===== config.mk =====
export PLATFORM = sky130hd
export DESIGN_NAME = ahblite_gpio_irq
export DESIGN_NICKNAME = d
export VERILOG_FILES = /design/src/rtl/ahblite_gpio_irq.sv
export SDC_FILE = /design/constraint.sdc
export NUM_CORES = 1
export LEC_CHECK = 0
export ABC_CLOCK_PERIOD_IN_PS = 4400
export CELL_PAD_IN_SITES_DETAIL_PLACEMENT = 0
export CELL_PAD_IN_SITES_GLOBAL_PLACEMENT = 1
export CORE_MARGIN = 2
export CORE_UTILIZATION = 30
export CTS_CLUSTER_DIAMETER = 150
export CTS_CLUSTER_SIZE = 24
export DETAILED_ROUTE_END_ITERATION = 6
export PLACE_DENSITY_LB_ADDON = 0.15
export SLEW_MARGIN = 20
export SYNTH_ARGS = -nofsm -noshare
export SYNTH_HDL_FRONTEND = slang
export SYNTH_SLANG_ARGS = --single-unit

===== constraint.sdc =====
create_clock -name HCLK -period 4.4 [get_ports HCLK]
set_input_delay 0.44 -clock HCLK [delete_from_list [all_inputs] [get_ports HCLK]]
set_output_delay 0.44 -clock HCLK [all_outputs]
set_load 0.005 [all_outputs]

===== src/rtl/ahblite_gpio_irq.sv =====
`default_nettype none
// +--------------------------------------------------------------------------+
// | Module   : ahblite_gpio_irq                                              |
// | Brief    : AHB-Lite GPIO slave: atomic set/clear/toggle, byte lanes,     |
// |            synchronised inputs, per-pin edge interrupts (GPIO_IRQ_EN).   |
// | Revision : 1.0 - initial release                                         |
// +--------------------------------------------------------------------------+
module ahblite_gpio_irq #(
    parameter int unsigned WIDTH   = 32,
    parameter logic [31:0] OUT_RST = 32'h0
) (
    input  logic             HCLK,
    input  logic             HRESETn,
    input  logic             HSEL,
    input  logic [31:0]      HADDR,
    input  logic [1:0]       HTRANS,
    input  logic [2:0]       HSIZE,
    input  logic [3:0]       HPROT,
    input  logic             HWRITE,
    input  logic [31:0]      HWDATA,
    input  logic             HREADY,
    output logic             HREADYOUT,
    output logic             HRESP,
    output logic [31:0]      HRDATA,
    output logic [WIDTH-1:0] outEn,
    output logic [WIDTH-1:0] oData,
    input  logic [WIDTH-1:0] iData,
    output logic             irq
);

    localparam logic [3:0] c_A_DATA_IN    = 4'd0;
    localparam logic [3:0] c_A_OUT_EN     = 4'd1;
    localparam logic [3:0] c_A_DATA_OUT   = 4'd2;
    localparam logic [3:0] c_A_OUT_SET    = 4'd3;
    localparam logic [3:0] c_A_OUT_CLR    = 4'd4;
    localparam logic [3:0] c_A_OUT_TGL    = 4'd5;
    localparam logic [3:0] c_A_IRQ_EN     = 4'd6;
    localparam logic [3:0] c_A_IRQ_RISE   = 4'd7;
    localparam logic [3:0] c_A_IRQ_FALL   = 4'd8;
    localparam logic [3:0] c_A_IRQ_STATUS = 4'd9;

    logic             r_act;
    logic             r_write;
    logic [3:0]       r_addr;
    logic [2:0]       r_size;
    logic [1:0]       r_lo;
    logic [WIDTH-1:0] r_out_en;
    logic [WIDTH-1:0] r_data_out;
    logic [WIDTH-1:0] r_s1;
    logic [WIDTH-1:0] r_s2;

    logic [3:0]       w_be;
    logic [31:0]      w_bmask;
    logic [31:0]      w_wd;
    logic [WIDTH-1:0] w_wd_n;
    logic [WIDTH-1:0] w_bm_n;
    logic             w_wr;
    logic [WIDTH-1:0] w_dout_nx;
    logic [31:0]      w_rd;
    logic             w_unused;

    assign HREADYOUT = 1'b1;
    assign HRESP     = 1'b0;
    assign w_unused  = ^{HPROT, HADDR[31:6], HTRANS[0], w_wd};

    always_ff @(posedge HCLK or negedge HRESETn) begin
        if (!HRESETn) begin
            r_act   <= 1'b0;
            r_write <= 1'b0;
            r_addr  <= 4'd0;
            r_size  <= 3'd0;
            r_lo    <= 2'd0;
        end else if (HREADY) begin
            r_act   <= HSEL & HTRANS[1];
            r_write <= HWRITE;
            r_addr  <= HADDR[5:2];
            r_size  <= HSIZE;
            r_lo    <= HADDR[1:0];
        end
    end

    always_comb begin
        w_be = 4'b1111;
        case (r_size)
            3'b000:  w_be = 4'b0001 << r_lo;
            3'b001:  w_be = r_lo[1] ? 4'b1100 : 4'b0011;
            default: w_be = 4'b1111;
        endcase
    end

    // Masked write data doubles as the "unused lanes act as 0" operand for SET/CLR/TGL/W1C
    assign w_bmask = {{8{w_be[3]}}, {8{w_be[2]}}, {8{w_be[1]}}, {8{w_be[0]}}};
    assign w_wd    = HWDATA & w_bmask;
    assign w_wd_n  = w_wd[WIDTH-1:0];
    assign w_bm_n  = w_bmask[WIDTH-1:0];
    assign w_wr    = r_act & r_write;

    always_comb begin
        w_dout_nx = r_data_out;
        if (w_wr) begin
            case (r_addr)
                c_A_DATA_OUT: w_dout_nx = (r_data_out & ~w_bm_n) | w_wd_n;
                c_A_OUT_SET:  w_dout_nx = r_data_out | w_wd_n;
                c_A_OUT_CLR:  w_dout_nx = r_data_out & ~w_wd_n;
                c_A_OUT_TGL:  w_dout_nx = r_data_out ^ w_wd_n;
                default:      w_dout_nx = r_data_out;
            endcase
        end
    end

    always_ff @(posedge HCLK or negedge HRESETn) begin
        if (!HRESETn) begin
            r_out_en   <= '0;
            r_data_out <= OUT_RST[WIDTH-1:0];
            r_s1       <= '0;
            r_s2       <= '0;
        end else begin
            if (w_wr && r_addr == c_A_OUT_EN)
                r_out_en <= (r_out_en & ~w_bm_n) | w_wd_n;
            r_data_out <= w_dout_nx;
            r_s1       <= iData;
            r_s2       <= r_s1;
        end
    end

    assign outEn = r_out_en;
    assign oData = r_data_out;

`ifdef GPIO_IRQ_EN
    logic [WIDTH-1:0] r_s3;
    logic [WIDTH-1:0] r_irq_en;
    logic [WIDTH-1:0] r_irq_rise;
    logic [WIDTH-1:0] r_irq_fall;
    logic [WIDTH-1:0] r_irq_status;
    logic             r_irq;
    logic [WIDTH-1:0] w_rise;
    logic [WIDTH-1:0] w_fall;
    logic [WIDTH-1:0] w_w1c;

    assign w_rise = r_s2 & ~r_s3;
    assign w_fall = ~r_s2 & r_s3;
    assign w_w1c  = (w_wr && r_addr == c_A_IRQ_STATUS) ? w_wd_n : '0;

    always_ff @(posedge HCLK or negedge HRESETn) begin
        if (!HRESETn) begin
            r_s3         <= '0;
            r_irq_en     <= '0;
            r_irq_rise   <= '0;
            r_irq_fall   <= '0;
            r_irq_status <= '0;
            r_irq        <= 1'b0;
        end else begin
            r_s3 <= r_s2;
            if (w_wr && r_addr == c_A_IRQ_EN)
                r_irq_en <= (r_irq_en & ~w_bm_n) | w_wd_n;
            if (w_wr && r_addr == c_A_IRQ_RISE)
                r_irq_rise <= (r_irq_rise & ~w_bm_n) | w_wd_n;
            if (w_wr && r_addr == c_A_IRQ_FALL)
                r_irq_fall <= (r_irq_fall & ~w_bm_n) | w_wd_n;
            // Hardware set is OR-ed after the clear so it wins a same-cycle W1C
            r_irq_status <= (r_irq_status & ~w_w1c) | (w_rise & r_irq_rise) | (w_fall & r_irq_fall);
            r_irq        <= |(r_irq_status & r_irq_en);
        end
    end

    assign irq = r_irq;
`else
    assign irq = 1'b0;
`endif

    always_comb begin
        w_rd = 32'h0;
        case (r_addr)
            c_A_DATA_IN:    w_rd = 32'(r_s2);
            c_A_OUT_EN:     w_rd = 32'(r_out_en);
            c_A_DATA_OUT:   w_rd = 32'(r_data_out);
`ifdef GPIO_IRQ_EN
            c_A_IRQ_EN:     w_rd = 32'(r_irq_en);
            c_A_IRQ_RISE:   w_rd = 32'(r_irq_rise);
            c_A_IRQ_FALL:   w_rd = 32'(r_irq_fall);
            c_A_IRQ_STATUS: w_rd = 32'(r_irq_status);
`endif
            default:        w_rd = 32'h0;
        endcase
    end

    assign HRDATA = (r_act & ~r_write) ? w_rd : 32'h0;

endmodule
`default_nettype wire

# Yosys cells after proc, flatten, opt, wreduce, memory -nomap -nowiden

Cells that the tools add are included.

Word-level logic and storage cells: 40
Memory bits (read-only): 0
Bits in latches: 0
Memories kept: 0
Input port bits: 110
Output and inout port bits: 99
Memory bits (writable): 0
Register bits after elaboration: 139

Bitwise operators: 14
Multiply operators: 0
Divide/modulo/power cells: 0
Shifts and indexed selects: 1
Reductions and logical operators: 5
Muxes and demuxes: 5
Add/subtract/negate cells: 0
$lt $le $gt $ge: 0
Equality and inequality tests: 6

Operators by type and width:

| operator                                        | number |
|---|---|
| bitwise AND 32 bit                              | 4 |
| case mux 32 bit (4 select lines)                | 1 |
| bitwise OR 32 bit                               | 3 |
| case mux 32 bit (3 select lines)                | 1 |
| inverter 32 bit                                 | 2 |
| 2-to-1 mux 32 bit                               | 1 |
| XOR 32 bit                                      | 1 |
| == test 4 x 2 -> 1 bit, second input constant   | 2 |
| == test 4 x 3 -> 1 bit, second input constant   | 2 |
| case mux 4 bit (2 select lines)                 | 1 |
| == test 4 x 1 -> 1 bit, second input constant   | 1 |
| zero test 4 bit                                 | 1 |
| 2-to-1 mux 4 bit                                | 1 |
| nonzero test 4 bit                              | 1 |
| left shift 1 x 2 -> 4 bit, first input constant | 1 |
| bitwise AND 1 bit                               | 3 |
| == test 3 x 1 -> 1 bit, second input constant   | 1 |
| zero test 3 bit                                 | 1 |
| AND reduction 2 bit                             | 1 |
| logical AND 1 bit                               | 1 |
| inverter 1 bit                                  | 1 |

# Logic depth before layout (Yosys ltp)

Word-level depth: 6
Gate-level depth with buffers: 10
Depth with buffers taken out: 8

# Least setup slack after synthesis

No wires, ideal clock.

Path kind: register -> register
Start: reg r_lo[1]
End: reg r_data_out[24] (netlist: oData[24])
Period minus slack after synthesis: 2.169 ns
Arrival: 2.075 ns
Stages on the path, launching flop included: 10
Buffers on the path: 2
Required time: 4.306 ns
Slack: 2.231 ns
Library setup time: 0.094 ns
Cells stage by stage: dfrtp_1 > clkbuf_1 > o21ai_0 > nand2_1 > clkbuf_1 > nand2_1 > ha_1 > a211oi_1 > a31oi_1 > a211oi_1

Word-level cells in the longest chain between the ends: 6
Elaborated cells on any way between the ends: 12
Those cells by class: shift: 1; mux: 3; bitwise: 8

Ends and longest elaborated chain:

| element                                                              | line     | RTL |
|---|---|---|
| from (decl)                                                          | 46       | `logic [1:0] r_lo;` |
| from (signal assigned)                                               | 78       | `r_lo <= HADDR[1:0];` |
| 2-to-1 mux 4 bit / left shift 1 x 2 -> 4 bit (equally long branches) | 86, 85   |  |
| case mux 4 bit (2 select lines) (*)                                  | 84       | `case (r_size)` |
| bitwise AND 32 bit / inverter 32 bit (equally long branches)         | 93, 102  |  |
| inverter 32 bit / bitwise AND 32 bit (equally long branches)         | 104, 102 |  |
| bitwise AND 32 bit / bitwise OR 32 bit (equally long branches)       | 104, 102 |  |
| case mux 32 bit (4 select lines) (*)                                 | 101      | `case (r_addr)` |
| to (signal assigned)                                                 | 114      | `r_data_out <= OUT_RST[WIDTH-1:0];` |
| to (signal assigned)                                                 | 120      | `r_data_out <= w_dout_nx;` |
| to (decl)                                                            | 48       | `logic [WIDTH-1:0] r_data_out;` |

Every way passes the cells marked *; elsewhere a longest branch is shown, timed or not.
A chain may end at the register's enable or synchronous reset.

# Final worst setup path

Start: reg r_addr[0]
End: out HRDATA[31]

Word-level cells in the longest chain between the ends: 3
Elaborated cells on any way between the ends: 5
Those cells by class: eq/ne: 2; mux: 2; reduce/logical: 1

Ends and longest elaborated chain:

| element                                              | line | RTL |
|---|---|---|
| from (decl)                                          | 44   | `logic [3:0] r_addr;` |
| from (signal assigned)                               | 76   | `r_addr <= HADDR[5:2];` |
| == test 4 x 2 -> 1 bit, or another cell as far along | 173  | `case (r_addr)` |
| case mux 32 bit (3 select lines) (*)                 | 173  |  |
| 2-to-1 mux 32 bit (*)                                | 187  | `assign HRDATA = (r_act & ~r_write) ? w_rd : 32'h0;` |
| to (decl)                                            | 24   | `output logic [31:0] HRDATA,` |

Marks and branches as above.

==> run summary <==
mux contribution to synthesized area: 8.01%
Slowest cell on crit path: dfrtp_2
delay-heaviest family, CP: buffers and inverters
Row Count: 53
crit path time final: 3.20 ns
TritonCTS buffer count: 17
R2R Setup Slk: 1.43 ns
crit path kind: flip-flop to output pin
post-CTS sizing: 0
max incr delay on CP: 0.81 ns
GR Util All Layers: 17.6%
final core occ: 43.1%
crit path max fanout: 33
proportion of synthesized chip area in sequential cells: 54.4%
mean area per synthesized cell: 11.1 sq um
clock latency on the worst-skew pair: 0.42 ns
CP Cell Sequence: nor4b_4, buf_4, a22oi_1, a21oi_1, clkdlybuf4s50_1
clock skew: 0.00592 ns
final std cells w/o fill: 1027
CTS HTree Levels: 4
Cells after Synth: 576
Peak Freq: 312 MHz
Design Power: 4.22 mW
vias per cell: 5.14
Post-Synth Adder-Cell Area: 6.27%
Min-Delay Endpoint: r_s2[0]
crit path launch type: flip-flop
ant diodes: 0
Peak VDD IR: 336 uV
Slew @ Worst Pin: 1.12 ns
Worst-path clk slew: 0.06 ns
largest net degree at the start of global routing: 108
drc violations: 0
Pleak: 3.64 nW
Synth Area in Compound Gates: 19.2%
Initial Utilization: 30.5%
HPWL after DPL: 13100 um
final setup fails: 0
xor/xnor cell area share of the yosys netlist: 0.137%
post-route setup slack: 1.20 ns
drt wl/cell: 18.7 um
Relative slew margins: 25.6%
total grt overflow: 0
WHS Path Cells: 0
required time of the critical path: 3.96 ns
flops & latches, synth: 139
Die Height: 150 um
status: complete, no violations
largest family of logic cells by synthesized area: compound AO/OA/AOI/OAI gates
cell area after synthesis: 0.00639 sq mm
core box area: 0.0210 sq mm
DR iter-0 viols: 292
vias in the first global route: 5484
final WL: 19200 um
CP bufs+invs: 2
global-route wire length before repair: 30700 um
Hold Fails Final Rpt: 0
Area Growth Syn to Fin: 41.3%
RSZ-0062 raised after global routing: false
design area: 0.00903 sq mm
layout cells sized above 1: 8.24%
CTS Buffer Depth: 2
HP Class: flip-flop to flip-flop
max cap viols: 0
worst r2r path cells: 5
routed via count: 5282
WHS: 0.347 ns
antenna violations before repair: 0
Filler Cell Count: 2037
worst hold start: r_s1[0]
Post-CTS Setup Inserts: 0
Final Max Tran Viols: 0
gpl congestion: 0.747
Clock Root Buffer: clkbuf_16
I/O pin count: 209
pre-CTS WS: 1.43 ns
area post-placement: 0.00840 sq mm
router iterations before antenna repair: 4
Sum Neg Setup Slack: 0 ns
# nets final: 882
Syn. warnings: 0
PortBufs: 174
worst r2r src: r_addr[0]
post-synthesis simple-gate area fraction: 8.22%
Synth cell types: 35
Die Wd: 150 um
CP arrival: 2.76 ns
CTS tree: yes
clk sinks: 139
antenna-violating nets left: 0
PwrDens: 468 mW/mm^2
CP endpoint kind: output pin
crit share post-route: 72.8%
Placed Cells: 994
die area: 0.0225 sq mm
[cells in the mapped netlist]
cell type | number | area share [%]
a311oi_1 | 3 | 0.41
nand2b_1 | 4 | 0.39
o21ai_0 | 15 | 1.2
o2bb2ai_1 | 26 | 3.6
nor2_1 | 33 | 1.9
clkbuf_1 | 25 | 1.5
xor2_1 | 1 | 0.14
nor4b_4 | 1 | 0.37
o211ai_1 | 3 | 0.35
a22oi_1 | 32 | 3.8
a21oi_4 | 1 | 0.25
nor4_1 | 2 | 0.20
a21oi_1 | 41 | 3.2
mux2_2 | 9 | 1.6
o21ai_1 | 6 | 0.47
buf_2 | 11 | 0.86
conb_1 | 2 | 0.12
nand3_1 | 1 | 0.078
ha_1 | 32 | 6.3
mux2_1 | 32 | 5.6
o221ai_1 | 3 | 0.41
buf_4 | 3 | 0.35
dfrtp_1 | 139 | 54
nand2_1 | 71 | 4.2
buf_1 | 5 | 0.29
mux2i_1 | 5 | 0.78
nand3b_1 | 1 | 0.12
inv_1 | 10 | 0.59
or3b_1 | 2 | 0.27
a31oi_1 | 24 | 2.3
nor2b_1 | 3 | 0.29
nand3_2 | 1 | 0.16
o21a_1 | 1 | 0.12
a211oi_1 | 27 | 3.2
nor4b_2 | 1 | 0.23
[metal layers]
metal / wire length (um) / track usage [%]
met1: 8770 / 24.1
met2: 9080 / 27.7
met3: 1110 / 4.79
met4: 234 / 4.67
met5: 0 / 0
[cell families (layout without fill, tap and decap cells)]
kind of cell             count (synthesis)  count (layout)
multiplexers                            46              46
AND/OR/NAND/NOR                        120             120
XOR/XNOR                                 1               1
other                                    2               3
AO/OA/AOI/OAI                          182             182
adder cells (fa/ha/maj)                 32              32
buffers and inverters                   54             229
flip-flops                             139             139
[cell type report]
cell class | count | area [sq um] | area share (%)
clock inverter | 12 | 140 | 1.55
inverter | 10 | 37.5 | 0.416
sequential | 139 | 3480 | 38.5
multi-input combinational | 384 | 2710 | 30.0
clock buffer | 19 | 453 | 5.02
timing repair buffer | 188 | 1870 | 20.7
tap | 275 | 344 | 3.81
[power breakdown]
part	switching, mW	leakage, nW	internal (mW)
combinational	0.395	1.69	0.628
clock	0.579	0.271	0.867
sequential	0.254	1.67	1.50
total	1.23	3.64	3.00
[what timing repair did]
item | in CTS | in global routing
hold endpoints to repair | 0 | 44
hold buffers | 0 | 1
endpoints found under the setup margin | 0 | 0
[layout by cell type (no fill, tap or decap), types with 10 or more instances in the layout]
cell             synthesis  final
a31oi_1                 24     24
o21ai_0                 15     15
nor2_1                  33     33
mux2_1                  32     32
nand2_1                 71     71
inv_1                   10     10
a22oi_1                 32     32
clkdlybuf4s50_1          0    173
a211oi_1                27     27
clkbuf_16                0     17
dfrtp_1                139    138
ha_1                    32     32
o2bb2ai_1               26     26
a21oi_1                 41     41
buf_4                    3     12
[worst max-delay path by stage]
| stage | startpoint | to | slack (ns) | cells past startpoint |
|---|---|---|---|---|
| global route | r_addr[0] | HRDATA[4] | 0.99 | 5 |
| CTS | r_addr[0] | HRDATA[31] | 1.12 | 5 |
| finish | r_addr[0] | HRDATA[31] | 1.20 | 5 |
| detailed placement | r_addr[0] | flip-flop | 1.43 | 5 |
| floorplan | r_lo[1] | oData[24] | 2.23 | 9 |
| global placement | r_addr[0] | flip-flop | 1.54 | 5 |
No activity file was read; power rests on OpenSTA's default activity.
